$ cat src/rtl/viterbi_burst_channel.sv
// Noisy channel model: registers encoder symbols and flips FLIP_MASK bits in periodic or LFSR-triggered bursts.
// Optional error statistics counters are built when VITERBI_CHAN_STATS_EN is defined.
module viterbi_burst_channel #(
  parameter int          W            = 2,
  parameter int          PERIOD_LOG2  = 4,
  parameter int          BURST_OFFSET = 1,
  parameter int          BURST_LEN    = 2,
  parameter logic [W-1:0] FLIP_MASK   = {W{1'b1}},
  parameter int          MODE         = 0,
  parameter int          THRESH       = 16,
  parameter logic [15:0] LFSR_SEED    = 16'hACE1,
  parameter int          CNT_W        = 16
) (
  input  logic             clk,
  input  logic             rst,
  input  logic             enable_i,
  input  logic             valid_i,
  input  logic [W-1:0]     sym_i,
  output logic             valid_o,
  output logic [W-1:0]     sym_o,
  output logic [W-1:0]     clean_o,
  output logic             err_o,
  output logic [CNT_W-1:0] sym_ct_o,
  output logic [CNT_W-1:0] bit_err_ct_o
);

  localparam int PH_W = (PERIOD_LOG2 < 1) ? 1 : PERIOD_LOG2;
  localparam int BC_W = $clog2(BURST_LEN + 1);
  localparam logic [PH_W-1:0] OFFS    = PH_W'(BURST_OFFSET);
  localparam logic [BC_W-1:0] BLEN_M1 = BC_W'(BURST_LEN - 1);

  if ((BURST_OFFSET + BURST_LEN) > (1 << PERIOD_LOG2)) begin : g_err_straddle
    $error("viterbi_burst_channel: BURST_OFFSET+BURST_LEN exceeds the period");
  end
  if (LFSR_SEED == 16'h0000) begin : g_err_seed
    $error("viterbi_burst_channel: LFSR_SEED must be nonzero");
  end
  if (THRESH > 256) begin : g_err_thresh
    $error("viterbi_burst_channel: THRESH must be 0..256");
  end

  typedef enum logic {GAP = 1'b0, BURST = 1'b1} state_t;

  state_t          r_state, w_state_nx;
  logic [BC_W-1:0] r_bcnt, w_bcnt_nx;
  logic [PH_W-1:0] r_phase;
  logic [15:0]     r_lfsr;
  logic            w_lfsr_fb;
  logic            w_trig;
  logic            w_hit;

  logic            r_valid;
  logic [W-1:0]    r_sym;
  logic [W-1:0]    r_clean;
  logic            r_err;

  assign w_lfsr_fb = r_lfsr[15] ^ r_lfsr[13] ^ r_lfsr[12] ^ r_lfsr[10];

  // Trigger looks at the LFSR value before this symbol's shift.
  always_comb begin
    w_trig = 1'b0;
    if (MODE == 0) begin
      w_trig = (r_phase == OFFS);
    end else begin
      w_trig = ({1'b0, r_lfsr[7:0]} < 9'(THRESH));
    end
  end

  // A single-symbol burst is fully served by its trigger, so the FSM never leaves GAP.
  always_comb begin
    w_state_nx = r_state;
    w_bcnt_nx  = r_bcnt;
    w_hit      = 1'b0;
    if (valid_i) begin
      unique case (r_state)
        GAP: begin
          if (w_trig) begin
            w_hit = enable_i;
            if (BURST_LEN > 1) begin
              w_state_nx = BURST;
              w_bcnt_nx  = BC_W'(1);
            end
          end
        end
        BURST: begin
          w_hit = enable_i;
          if (r_bcnt == BLEN_M1) begin
            w_state_nx = GAP;
            w_bcnt_nx  = '0;
          end else begin
            w_bcnt_nx  = r_bcnt + 1'b1;
          end
        end
        default: begin
          w_state_nx = GAP;
          w_bcnt_nx  = '0;
        end
      endcase
    end
  end

  always_ff @(posedge clk or negedge rst) begin
    if (!rst) begin
      r_state <= GAP;
      r_bcnt  <= '0;
    end else begin
      r_state <= w_state_nx;
      r_bcnt  <= w_bcnt_nx;
    end
  end

  always_ff @(posedge clk or negedge rst) begin
    if (!rst) begin
      r_phase <= '0;
      r_lfsr  <= LFSR_SEED;
    end else if (valid_i) begin
      r_phase <= (PERIOD_LOG2 == 0) ? '0 : r_phase + 1'b1;
      r_lfsr  <= {r_lfsr[14:0], w_lfsr_fb};
    end
  end

  // Output stage: one register between encoder and decoder.
  always_ff @(posedge clk or negedge rst) begin
    if (!rst) begin
      r_valid <= 1'b0;
      r_sym   <= '0;
      r_clean <= '0;
      r_err   <= 1'b0;
    end else begin
      r_valid <= valid_i;
      if (valid_i) begin
        r_sym   <= sym_i ^ (w_hit ? FLIP_MASK : {W{1'b0}});
        r_clean <= sym_i;
        r_err   <= w_hit;
      end
    end
  end

  assign valid_o = r_valid;
  assign sym_o   = r_sym;
  assign clean_o = r_clean;
  assign err_o   = r_err;

`ifdef VITERBI_CHAN_STATS_EN
  localparam int SW = CNT_W + 33;

  function automatic logic [31:0] popcnt(input logic [W-1:0] m);
    popcnt = '0;
    for (int i = 0; i < W; i++) popcnt = popcnt + 32'(m[i]);
  endfunction

  function automatic logic [CNT_W-1:0] sat_add(input logic [CNT_W-1:0] a, input logic [31:0] inc);
    logic [SW-1:0] s;
    s = SW'(a) + SW'(inc);
    if (s > SW'({CNT_W{1'b1}})) sat_add = {CNT_W{1'b1}};
    else                        sat_add = s[CNT_W-1:0];
  endfunction

  localparam logic [31:0] POP = popcnt(FLIP_MASK);

  logic [CNT_W-1:0] r_sym_ct;
  logic [CNT_W-1:0] r_bit_ct;

  always_ff @(posedge clk or negedge rst) begin
    if (!rst) begin
      r_sym_ct <= '0;
      r_bit_ct <= '0;
    end else if (valid_i) begin
      r_sym_ct <= sat_add(r_sym_ct, 32'd1);
      if (w_hit) r_bit_ct <= sat_add(r_bit_ct, POP);
    end
  end

  assign sym_ct_o     = r_sym_ct;
  assign bit_err_ct_o = r_bit_ct;
`else
  assign sym_ct_o     = '0;
  assign bit_err_ct_o = '0;
`endif

endmodule

$ cat config.mk
export PLATFORM = sky130hd
export DESIGN_NAME = viterbi_burst_channel
export DESIGN_NICKNAME = d
export VERILOG_FILES = /design/src/rtl/viterbi_burst_channel.sv
export SDC_FILE = /design/constraint.sdc
export NUM_CORES = 1
export LEC_CHECK = 0
export CORE_MARGIN = 10
export CORE_UTILIZATION = 60
export CTS_CLUSTER_DIAMETER = 80
export DETAILED_ROUTE_END_ITERATION = 10
export DONT_BUFFER_PORTS = 1
export PLACE_DENSITY_LB_ADDON = 0.1
export SYNTH_ARGS = -nofsm -noshare
export SYNTH_HDL_FRONTEND = slang
export SYNTH_SLANG_ARGS = --single-unit
$ cat constraint.sdc
create_clock -name clk -period 1.64 [get_ports clk]
set_input_delay 0.328 -clock clk [delete_from_list [all_inputs] [get_ports clk]]
set_output_delay 0.328 -clock clk [all_outputs]
set_load 0.01 [all_outputs]
==> summary.md, run 1 <==
| Metric | Value |
|---|---|
| Status | finished, final reports clean |
| Worst EP arrival | 1.50 ns |
| WP buf/inv | 1 |
| Worst EP required | 1.83 ns |
| TritonRoute pass-1 iters | 4 |
| # hold bufs at CTS | 1 |
| Hold path cells | 0 |
| PortBufs | 0 |
| Post-route cell area | 794.5 um^2 |
| Area delta synth->final | -9.673% |
| Largest net degree at the start of global routing | 23 |
| WHS Endpoint | valid_o$_DFF_PN0_ |
| Synth Register Bits | 13 |
| Worst R2R Start | r_phase[1]$_DFFE_PN0P_ |
| Tmin final | 1.300 ns |
| Final GP Congestion | 0.7032 |
| # diodes | 0 |
| Max_slew headroom | 60.62% |
| Slowest CP cell | dfrtp_1 |
| Cell family with most CP delay | flip-flops |
| Final Setup Violations | 0 |
| HPWL after DPL | approximately 1.2 mm |
| Setup bufs post-CTS | 0 |
| Post-place setup slack | 0.3591 ns |
| WL final | 1.519 mm |
| Worst Clk Skew | roughly 0.006 ns |
| Hold path startpoint | valid_i |
| Initial Util | 65.95% |
| Worst-Skew Late Latency | 0.28 ns |
| # resized after CTS | 0 |
| Max Root-Sink Buffers | 2 |
| Filler Cells Inserted | 132 |
| RSZ-0062 raised after global routing | false |
| Clk root buf | clkbuf_4 |
| Netlist cell types | 27 |
| Initial antenna violation count | 0 |
| Share of layout cells above drive strength 1 | 11.49% |
| Placeable Area | 1334 um^2 |
| I/O pin cnt | 44 |
| Post-synth top area share | 36.98% |
| Max VDD drop | 0.8202 mV |
| Synth Cell Area | 879.6 um^2 |
| Setup TNS | 0 ns |
| Final Slew Violations | 0 |
| Crit Path Max Fanout | 8 |
| Post-route clock period utilization | 79.27% |
| Post-route setup slack | approximately 0.34 ns |
| Rows | 13 |
| Util after Layout | 59.57% |
| R2R Path End | r_bcnt[0]$_DFFE_PN0P_ |
| DRC errors left | 0 |
| Worst R2R Path Depth | 5 |
| Startpoint class of the critical path | flop |
| Avg Vias per Cell | 4.667 |
| Maximum operating frequency | ~770 MHz |
| Synth area leaders | dfrtp_1 37%, buf_4 27%, a221oi_2 3.4%, ha_1 2.8%, inv_1 2.6% |
| Cell Pwr Density | 1296 nW/um^2 |
| Tightest Pin Transition | 0.5887 ns |
| Vias in the first global route | 489 |
| First-pass GRT wire length | 2.366 mm |
| CTS tree | built |
| Hold Crit Class | in2reg |
| Class of the most critical setup path | reg2reg |
| Nets | between 90 and 100 |
| Crit end category | flop |
| Drt wl/cell | 14.89 um |
| Crit path largest cell delay | 0.41 ns |
| Num CTS Buffers | 3 |
| Clk sinks | 13 |
| Worst-path clk slew | 0.08 ns |
| Post-synthesis average cell area | ~10 um^2 |
| Area of placed instances | 758.2 um^2 |
| Hold Vio Cnt, Final | 0 |
| Ys Warns | 0 |
| Full die area | 3398 um^2 |
| Violation count after the first detailed-route iteration | 7 |
| Max Cap Viol | 0 |
| Cells after Synth | 85 |
| Storage element area | 325.3 um^2 |
| Leakage | 0.3853 nW |
| ANT nets after route | 0 |
| Vias | between 400 and 500 |
| DIE WIDTH | 58.29 um |
| Register area share after synthesis | around 37% |
| GRT overflow | 0 |
| Worst hold slack | 0.07623 ns |
| R2r setup slk | 0.34 ns |
| Number of H-tree levels | 1 |
| Most area-hungry cell type in the Yosys netlist | dfrtp_1 |
| Tot GR Track Use | under 10% |
| Critical path cell sequence | inv_1 -> ha_1 -> nor3b_4 -> o21ai_1 -> a21oi_1 |
| Die Y | around 58 um |
| Area occupied by multi-input gates | between 300 and 400 um^2 |
## placed cells by master (no fill, tap or decap), types with 2 or more instances in the layout
cell	n
conb_1	32
dfrtp_1	13
inv_1	6
o211ai_1	3
clkbuf_4	3
mux2_2	2
xnor2_1	2
a21oi_1	2
nand3_1	2
nand4b_1	2
and4b_1	2
a221oi_2	2
ha_1	2
## sequential cells by signal (all words and copies together), names as in the netlist
name,count
valid_o,1
sym_o,2
err_o,1
clean_o,2
r_state,1
r_bcnt,2
r_phase,4
## cell usage after synthesis
library cell and n:
nor3_1 1, nor2_1 1, xnor2_1 2, xor2_1 1, o21ai_1 1, buf_6 1, nand4_1 1, nand3_1 2
o211ai_1 3, nor2b_1 1, a311oi_1 1, nand4b_1 2, and4b_1 2, dfrtp_1 13, ha_1 2, inv_1 6
o21ai_0 1, mux2_2 2, buf_2 1, a21oi_2 1, conb_1 1, nor3b_4 1, buf_4 32, nand2_1 1
a21oi_1 2, a221oi_2 2, a41oi_2 1
## routing by layer
layer	global-route usage [%]	part of all wire, %	wire length [um]	vias to the layer above
li1	-	-	-	225
met3	8.369	16	237	2
met2	12.59	41	621	32
met4	2.013	0.53	8	0
met1	9.102	43	651	217
met5	0	0	0	-
## logic make-up after synthesis
logic type	after synthesis	share of synthesized area, %
buf+inv	40	31.72
compound gates	12	12.09
fa+ha+maj	2	2.844
simple gates	12	10.38
mux	2	2.560
xor+xnor	3	2.988
flops	13	36.98
other cells	1	0.4263
## how the worst max path moves through the flow
| stage | from | endpoint | cells past startpoint |
|---|---|---|---|
| 6_report | r_phase[1]$_DFFE_PN0P_ | r_bcnt[0]$_DFFE_PN0P_ | 5 |
| 5_1_grt | r_phase[1]$_DFFE_PN0P_ | r_bcnt[0]$_DFFE_PN0P_ | 5 |
| 4_1_cts | r_phase[1]$_DFFE_PN0P_ | r_bcnt[0]$_DFFE_PN0P_ | 5 |
| 3_5_place_dp | r_phase[1]$_DFFE_PN0P_ | r_bcnt[0]$_DFFE_PN0P_ | 5 |
| 3_3_place_gp | r_phase[1]$_DFFE_PN0P_ | sym_o[0]$_DFFE_PN0P_ | 5 |
| 2_1_floorplan | r_phase[1]$_DFFE_PN0P_ | r_state$_DFFE_PN0P_ | 5 |
## power breakdown
part | leakage, nW | internal, mW | switching [mW]
logic | 0.215 | 0.131 | 0.144
registers | 0.156 | 0.426 | 0.136
clock network | 0.0150 | 0.0943 | 0.0982
total | 0.385 | 0.652 | 0.378
## per-stage QoR
step           instances  power (mW)
2_1_floorplan        116      0.8430
4_1_cts              102       1.041
5_1_grt              102       1.114
3_5_place_dp          97      0.8370
6_report             102       1.030
3_3_place_gp          97      0.8276
## cell type report
class,instances,share of cell area [%]
repair buffers,1,1.260
inverters,6,2.835
well taps,15,2.362
flip-flops and latches,13,40.94
clock buffers,4,3.307
multi-input cells,63,49.29
Power figures use the tool's default switching activity.
==> run 2, diff against run 1 <==
--- a/config.mk
+++ b/config.mk
@@ -5,6 +5,7 @@
 export SDC_FILE = /design/constraint.sdc
 export NUM_CORES = 1
 export LEC_CHECK = 0
+export ABC_AREA = 1
 export CORE_MARGIN = 10
 export CORE_UTILIZATION = 60
 export CTS_CLUSTER_DIAMETER = 80
==> constraint.sdc (replaced) <==
create_clock -name clk -period 1.4 [get_ports clk]
set_input_delay 0.28 -clock clk [delete_from_list [all_inputs] [get_ports clk]]
set_output_delay 0.28 -clock clk [all_outputs]
set_load 0.01 [all_outputs]
==> run 2 against run 1 <==
Fmax rose by 19%; sequential share of layout area rose by 1.5 points; via count fell by 2.1%; utilization fell by 1.4 points; final cell count rose by 11%; setup slack got worse by 0.030 ns; first-iteration DRC count fell by 14%; count of clock-buffer cells in the layout fell by 1; die area fell by 2.6%; clock skew fell by 0.0035 ns; total power rose by 17%; critical endpoint is now sym_o[0]$_DFFE_PN0P_; largest power group unchanged.
==> summary.md, run 2 <==
| Metric | Value |
|---|---|
| Post-synth top area share | 38.52% (+1.5 points) |
| Max FFs per register | 4 (unchanged) |
| Startpoint class of the critical path | flop |
| Post-synth EDFFs | 0 (unchanged) |
| Post-route clock period utilization | 77.85% (-1.4 points) |
| Violation count after the first detailed-route iteration | 6 (-1) |
| CTS tree | built |
| Clk root buf | clkbuf_4 |
| Switch share | 39.06% (+2.3 points) |
| Worst hold slack | 0.02699 ns (-0.04924 ns) |
| Post-synthesis average cell area | 8.890 um^2 (-14%) |
| Netlist cell types | 20 (-26%) |
| Asr flop ratio synth | 100.0% (unchanged) |
| Top cells by count, synth | 32 x buf_4, 21 x nand2_1, 13 x dfrtp_1 |
| Crit end category | flop |
| I/O pin cnt | 44 (unchanged) |
| # resized after CTS | 0 (unchanged) |
| Top sig layer | met3 |
| Most common cell after layout, fill and taps aside | conb_1 |
| First-pass GRT wire length | 2.394 mm (+1.2%) |
| Hold Vio Cnt, Final | 0 (unchanged) |
| Die Y | 57.52 um (-1.3%) |
| Max Root-Sink Buffers | 2 (unchanged) |
| Commonest cells after routing, fill and taps aside | 32 x conb_1, 21 x nand2_1, 13 x dfrtp_1 |
| Max VDD drop | 0.7498 mV (-8.6%) |
| Filler Cells Inserted | 128 (-3.0%) |
| Worst-path clk slew | 0.08 ns (about the same) |
| Initial Util | 64.10% (-1.8 points) |
| Combinational share of power | 30.1% (+3.3 points) |
| Drt wl/cell | 12.69 um (-15%) |
| Area of placed instances | 728.2 um^2 (-4.0%) |
| Largest net degree at the start of global routing | 14 (-39%) |
| Metal1 wirelength | 509 um (-22%) |
| Vias | 466 (-2.1%) |
| Avg Vias per Cell | 4.124 (-12%) |
| Class of the most critical setup path | reg2reg |
| Setup bufs post-CTS | 0 (unchanged) |
| Nets | 107 (+11%) |
| # diodes | 0 (unchanged) |
| RSZ-0062 raised after global routing | false |
| Most area-hungry cell type in the Yosys netlist | dfrtp_1 |
| Post-synth top flop | dfrtp_1 |
| TritonRoute pass-1 iters | 4 (unchanged) |
| Worst EP arrival | 1.26 ns (-0.24 ns) |
| Max Cap Viol | 0 (unchanged) |
| Num CTS Buffers | 3 (unchanged) |
| Worst EP required | 1.57 ns (-0.26 ns) |
| Vias in the first global route | 500 (+2.2%) |
| Hold Crit Class | in2reg |
| Cell with the most instances after synthesis | buf_4 |
| Synth Cell Area | 844.6 um^2 (-4.0%) |
| HPWL after DPL | 1.203 mm (-3.7%) |
| Tot GR Track Use | 8.833% (+0.048 points) |
| Post-route cell area | 765.7 um^2 (-3.6%) |
| GRT overflow | 0 (unchanged) |
| Synth Register Bits | 13 (unchanged) |
| Net switching power | 0.4724 mW (+25%) |
| Leakage | 0.4409 nW (+14%) |
| Total power | 1.209 mW (+17%) |
| Maximum operating frequency | 917.6 MHz (+19%) |
| Register area share after synthesis | 38.52% (+1.5 points) |
| Cell-internal power | 0.7369 mW (+13%) |
| # hold bufs at CTS | 1 (unchanged) |
| DRC errors left | 0 (unchanged) |
| R2r setup slk | 0.31 ns (-0.03 ns) |
| Area delta synth->final | -9.333% |
| Ys Warns | 0 (unchanged) |
| Crit Path Max Fanout | 4 (-4) |
| PortBufs | 0 (unchanged) |
| Tightest Pin Transition | 0.5696 ns (-0.01914 ns) |
| Final Slew Violations | 0 (unchanged) |
| Metal2 WL | 655 um (+5.5%) |
| ANT nets after route | 0 (unchanged) |
| Final std cells w/o fill | 113 (+11%) |
| Max_slew headroom | 61.90% (+1.3 points) |
| Final Setup Violations | 0 (unchanged) |
| Flop pwr share | 50.8% (-3.7 points) |
| WL final | 1.434 mm (-5.6%) |
| Cell Pwr Density | 1579 nW/um^2 (+22%) |
| Routed wire length on met3 | 268 um (+13%) |
| Worst Clk Skew | 0.002640 ns (-0.003497 ns) |
| Cells after Synth | 95 (+12%) |
| Share of layout cells above drive strength 1 | 13.27% (+1.8 points) |
| Initial antenna violation count | 0 (unchanged) |
| Tmin final | 1.090 ns (-0.2102 ns) |
| Clk sinks | 13 (unchanged) |
| Synth area leaders | dfrtp_1 39%, buf_4 28%, nand2_1 9.3%, ha_1 3.0%, inv_1 2.7% |
| Final GP Congestion | 0.7120 (+1.3%) |
| Status | finished, final reports clean |
| Setup TNS | 0 ns (unchanged) |
| DIE WIDTH | 57.52 um (-1.3%) |
| Full die area | 3308 um^2 (-2.6%) |
| Number of H-tree levels | 1 (unchanged) |
| Clk network pwr share | 19.2% (+0.5 points) |
| Placed Cells | 108 (+11%) |
| Placeable Area | 1318 um^2 (-1.2%) |
| Rows | 13 (unchanged) |
| Worst-Skew Late Latency | 0.27 ns (about the same) |
| Biggest register | r_phase |
## run 2: cell types whose count changed in the layout (fill, tap and decap cells not counted), sizes merged, moves of 2 or more
cell | before | now
nand4b | 2 | 0
a221oi | 2 | 0
a21oi | 3 | 1
mux2 | 2 | 0
o211ai | 3 | 0
and4b | 2 | 0
nand4 | 1 | 3
nor2 | 1 | 3
nand2 | 1 | 24
## run 2: power groups by stage
stage,Sequential [mW],Clock (mW),Combinational (mW)
floorplan,0.596,0,0.388
global placement,0.622,0,0.342
detailed placement,0.621,0,0.355
CTS,0.616,0.240,0.365
global route,0.631,0.259,0.433
finish,0.614,0.232,0.364
## run 2: worst max-delay path, cell delays in order (launching register included)
cell,delay (ns)
dfrtp_1,0.42
inv_1,0.07
ha_1,0.15
nand2_2,0.07
nand2_4,0.08
nand3_2,0.09
nand2_1,0.07
nand2_1,0.04
## run 2: cell type report
class / count / area (um^2) / share of cell area [%]
Clock buffer: 3 / 22.52 / 2.941
Clock inverter: 1 / 5.005 / 0.6536
Inverter: 7 / 26.28 / 3.431
Multi-Input combinational cell: 73 / 357.8 / 46.73
Sequential cell: 13 / 325.3 / 42.48
Tap cell: 15 / 18.77 / 2.451
Timing Repair Buffer: 1 / 10.01 / 1.307
## run 2: path summary, 6_finish.rpt
check,from,endpoint,cells after the start
max,r_phase[1]$_DFFE_PN0P_,sym_o[0]$_DFFE_PN0P_,7
min,valid_i,valid_o$_DFF_PN0_,0
max reg2reg,r_phase[1]$_DFFE_PN0P_,sym_o[0]$_DFFE_PN0P_,7
min reg2reg,r_phase[3]$_DFFE_PN0P_,r_phase[3]$_DFFE_PN0P_,1
max in group asynchronous,rst,sym_o[1]$_DFFE_PN0P_,1
min in group asynchronous,rst,r_phase[0]$_DFFE_PN0P_,1
## run 2: per-layer routing
| layer | global-route usage (%) | up-vias |
|---|---|---|
| met3 | 7.080 | 0 |
| met2 | 13.19 | 25 |
| li1 | - | 231 |
| met1 | 8.756 | 210 |
| met5 | 0 | - |
| met4 | 4.027 | 0 |
## run 2: through the flow
stage	utilization, %	setup WS, ns
final	58.12	0.3102
after global routing	58.12	0.2043
after CTS	58.12	0.2968
after detailed placement	55.27	0.3191
after global placement	55.27	0.3389
after floorplan	-	0.3954
## run 2: kinds of logic after synthesis
kind of cell	after synthesis	share of synthesized area [%]
flip-flops	13	38.52
AND/OR/NAND/NOR	32	18.37
other	1	0.4440
buffers and inverters	40	32.89
AO/OA/AOI/OAI	4	3.704
XOR/XNOR	3	3.112
adder cells (fa/ha/maj)	2	2.962
==> run 3, diff against run 2 <==
==> constraint.sdc (replaced) <==
create_clock -name clk -period 1.1 [get_ports clk]
set_input_delay 0.22 -clock clk [delete_from_list [all_inputs] [get_ports clk]]
set_output_delay 0.22 -clock clk [all_outputs]
set_load 0.01 [all_outputs]
==> run 3 against run 2 <==
Utilization grew 3.5 points; first-iteration DRC count shrank 17%; highest routed layer is now met4; final cell count grew 3.5%; via count grew 2.8%; combinational power grew 57%; critical path depth is the same; final area grew 6.0%.
==> summary.md, run 3 (synthesis gave the netlist of run 2 again) <==
| Metric | Value |
|---|---|
| Avg Vias per Cell | 4.094 (-0.72%) |
| Hold Crit Class | in2reg |
| TritonRoute pass-1 iters | 4 (unchanged) |
| WL final | 1.502 mm (+4.7%) |
| Max Root-Sink Buffers | 2 (unchanged) |
| Setup TNS | 0 ns (unchanged) |
| Crit Path Max Fanout | 4 (unchanged) |
| PortBufs | 0 (unchanged) |
| WP buf/inv | 1 (unchanged) |
| DRC errors left | 0 (unchanged) |
| Max_slew headroom | 62.44% (+0.54 points) |
| Full die area | 3308 um^2 (unchanged) |
| Tot GR Track Use | 9.188% (+0.36 points) |
| I/O pin cnt | 44 (unchanged) |
| Area delta synth->final | -3.852% |
| Final GP Congestion | 0.6806 (-4.4%) |
| Largest net degree at the start of global routing | 14 (unchanged) |
| Total power | 1.632 mW (+35%) |
| ANT nets after route | 0 (unchanged) |
| Most common cell after layout, fill and taps aside | conb_1 |
| Biggest register | r_phase |
| CTS tree | built |
| Tightest Pin Transition | 0.5615 ns (-0.008040 ns) |
| Drt wl/cell | 12.84 um (+1.2%) |
| Final Slew Violations | 0 (unchanged) |
| DIE WIDTH | 57.52 um (unchanged) |
| Crit path top cell by count | nand2_2 |
| Max Cap Viol | 0 (unchanged) |
| Final std cells w/o fill | 117 (+3.5%) |
| Clk sinks | 13 (unchanged) |
| GRT overflow | 0 (unchanged) |
| Initial antenna violation count | 0 (unchanged) |
| # diodes | 0 (unchanged) |
| Crit end category | flop |
| Share of layout cells above drive strength 1 | 17.65% (+4.4 points) |
| Hold Vio Cnt, Final | 0 (unchanged) |
| Worst hold slack | 0.03427 ns (+0.007273 ns) |
| Placed Cells | 108 (unchanged) |
| Worst-path clk slew | 0.07 ns (about the same) |
| Maximum operating frequency | 914.5 MHz (-0.33%) |
| Class of the most critical setup path | reg2reg |
| Vias in the first global route | 495 (-1.0%) |
| Final Setup Violations | 0 (unchanged) |
| Leakage | 0.4566 nW (+3.6%) |
| Status | finished, final reports clean |
| Cell family with most CP delay | flip-flops |
| Max VDD drop | 1.342 mV (+79%) |
| Num CTS Buffers | 3 (unchanged) |
| Worst EP required | 1.26 ns (-0.31 ns) |
| Nets | 111 (+3.7%) |
| Post-route setup slack | 0.006513 ns (-0.3037 ns) |
| RSZ-0062 raised after global routing | true |
| HPWL after DPL | 1.242 mm (+3.2%) |
| Tmin final | 1.093 ns (+0.003656 ns) |
| Violation count after the first detailed-route iteration | 5 (-1) |
| Placeable Area | 1318 um^2 (unchanged) |
| Worst-Skew Late Latency | 0.27 ns (about the same) |
| Critical path cell sequence | inv_1 -> ha_2 -> nand2_2 -> nand2_4 -> nand3_4 -> nand2_2 -> nand2_1 |
| Vias | 479 (+2.8%) |
| Rows | 13 (unchanged) |
| Slowest CP cell | dfrtp_1 |
| Commonest cells after routing, fill and taps aside | 32 x conb_1, 19 x nand2_1, 13 x dfrtp_1 |
| Crit path largest cell delay | 0.42 ns (about the same) |
| Die Y | 57.52 um (unchanged) |
| Worst EP arrival | 1.26 ns (about the same) |
| First-pass GRT wire length | 2.456 mm (+2.6%) |
| Number of H-tree levels | 1 (unchanged) |
| Initial Util | 64.10% (unchanged) |
| Worst Clk Skew | 0.0003519 ns (-0.002288 ns) |
| Max FFs per register | 4 (unchanged) |
| Startpoint class of the critical path | flop |
| Cell Pwr Density | 2009 nW/um^2 (+27%) |
| Post-place setup slack | 0.02055 ns (-0.2985 ns) |
| Clk root buf | clkbuf_4 |
| Post-route clock period utilization | 99.41% (+22 points) |
-- run 3: final cells by class --
class,count,area [um^2]
clock buffers,4,26.28
inverters,7,26.28
repair buffers,5,42.54
well taps,15,18.77
flip-flops and latches,13,325.3
multi-input cells,73,372.9
fillers,123,505.5
-- run 3: through the flow --
| stage | utilization [%] | cell area (um^2) |
|---|---|---|
| floorplan | - | 960.9 |
| CTS | 58.78 | 774.5 |
| finish | 61.63 | 812.0 |
| detailed placement | 55.27 | 728.2 |
| global placement | 55.27 | 728.2 |
| global route | 61.63 | 812.0 |
-- run 3: where the power goes --
part           internal [mW]  switching, mW
Combinational          0.250          0.322
Sequential             0.627          0.148
Clock                  0.140          0.144
-- run 3: worst paths after layout --
check                                        from                     end  slack (ns)  cells after the start
max reg2reg                r_phase[1]$_DFFE_PN0P_    sym_o[1]$_DFFE_PN0P_       0.007                      7
min in group asynchronous                     rst       valid_o$_DFF_PN0_        0.38                      1
min reg2reg                r_phase[3]$_DFFE_PN0P_  r_phase[3]$_DFFE_PN0P_        0.50                      1
min                                       valid_i  r_phase[0]$_DFFE_PN0P_        0.03                      1
max in group asynchronous                     rst   r_bcnt[0]$_DFFE_PN0P_        0.36                      1
max                        r_phase[1]$_DFFE_PN0P_    sym_o[1]$_DFFE_PN0P_       0.007                      7
-- run 3: what timing repair did --
item | CTS | global route
hold endpoints to repair | 14 | 0
hold buffers | 2 | 0
setup buffers | 0 | 3
gates resized for setup | 0 | 4
setup endpoints to repair | 0 | 5
-- run 3: layer usage --
layer	GRT usage, %	share of wire, %	wire (um)
met5	0	0	0
met3	8.407	17	255
met4	2.013	0.67	10
met2	14.26	47	711
met1	8.883	35	525
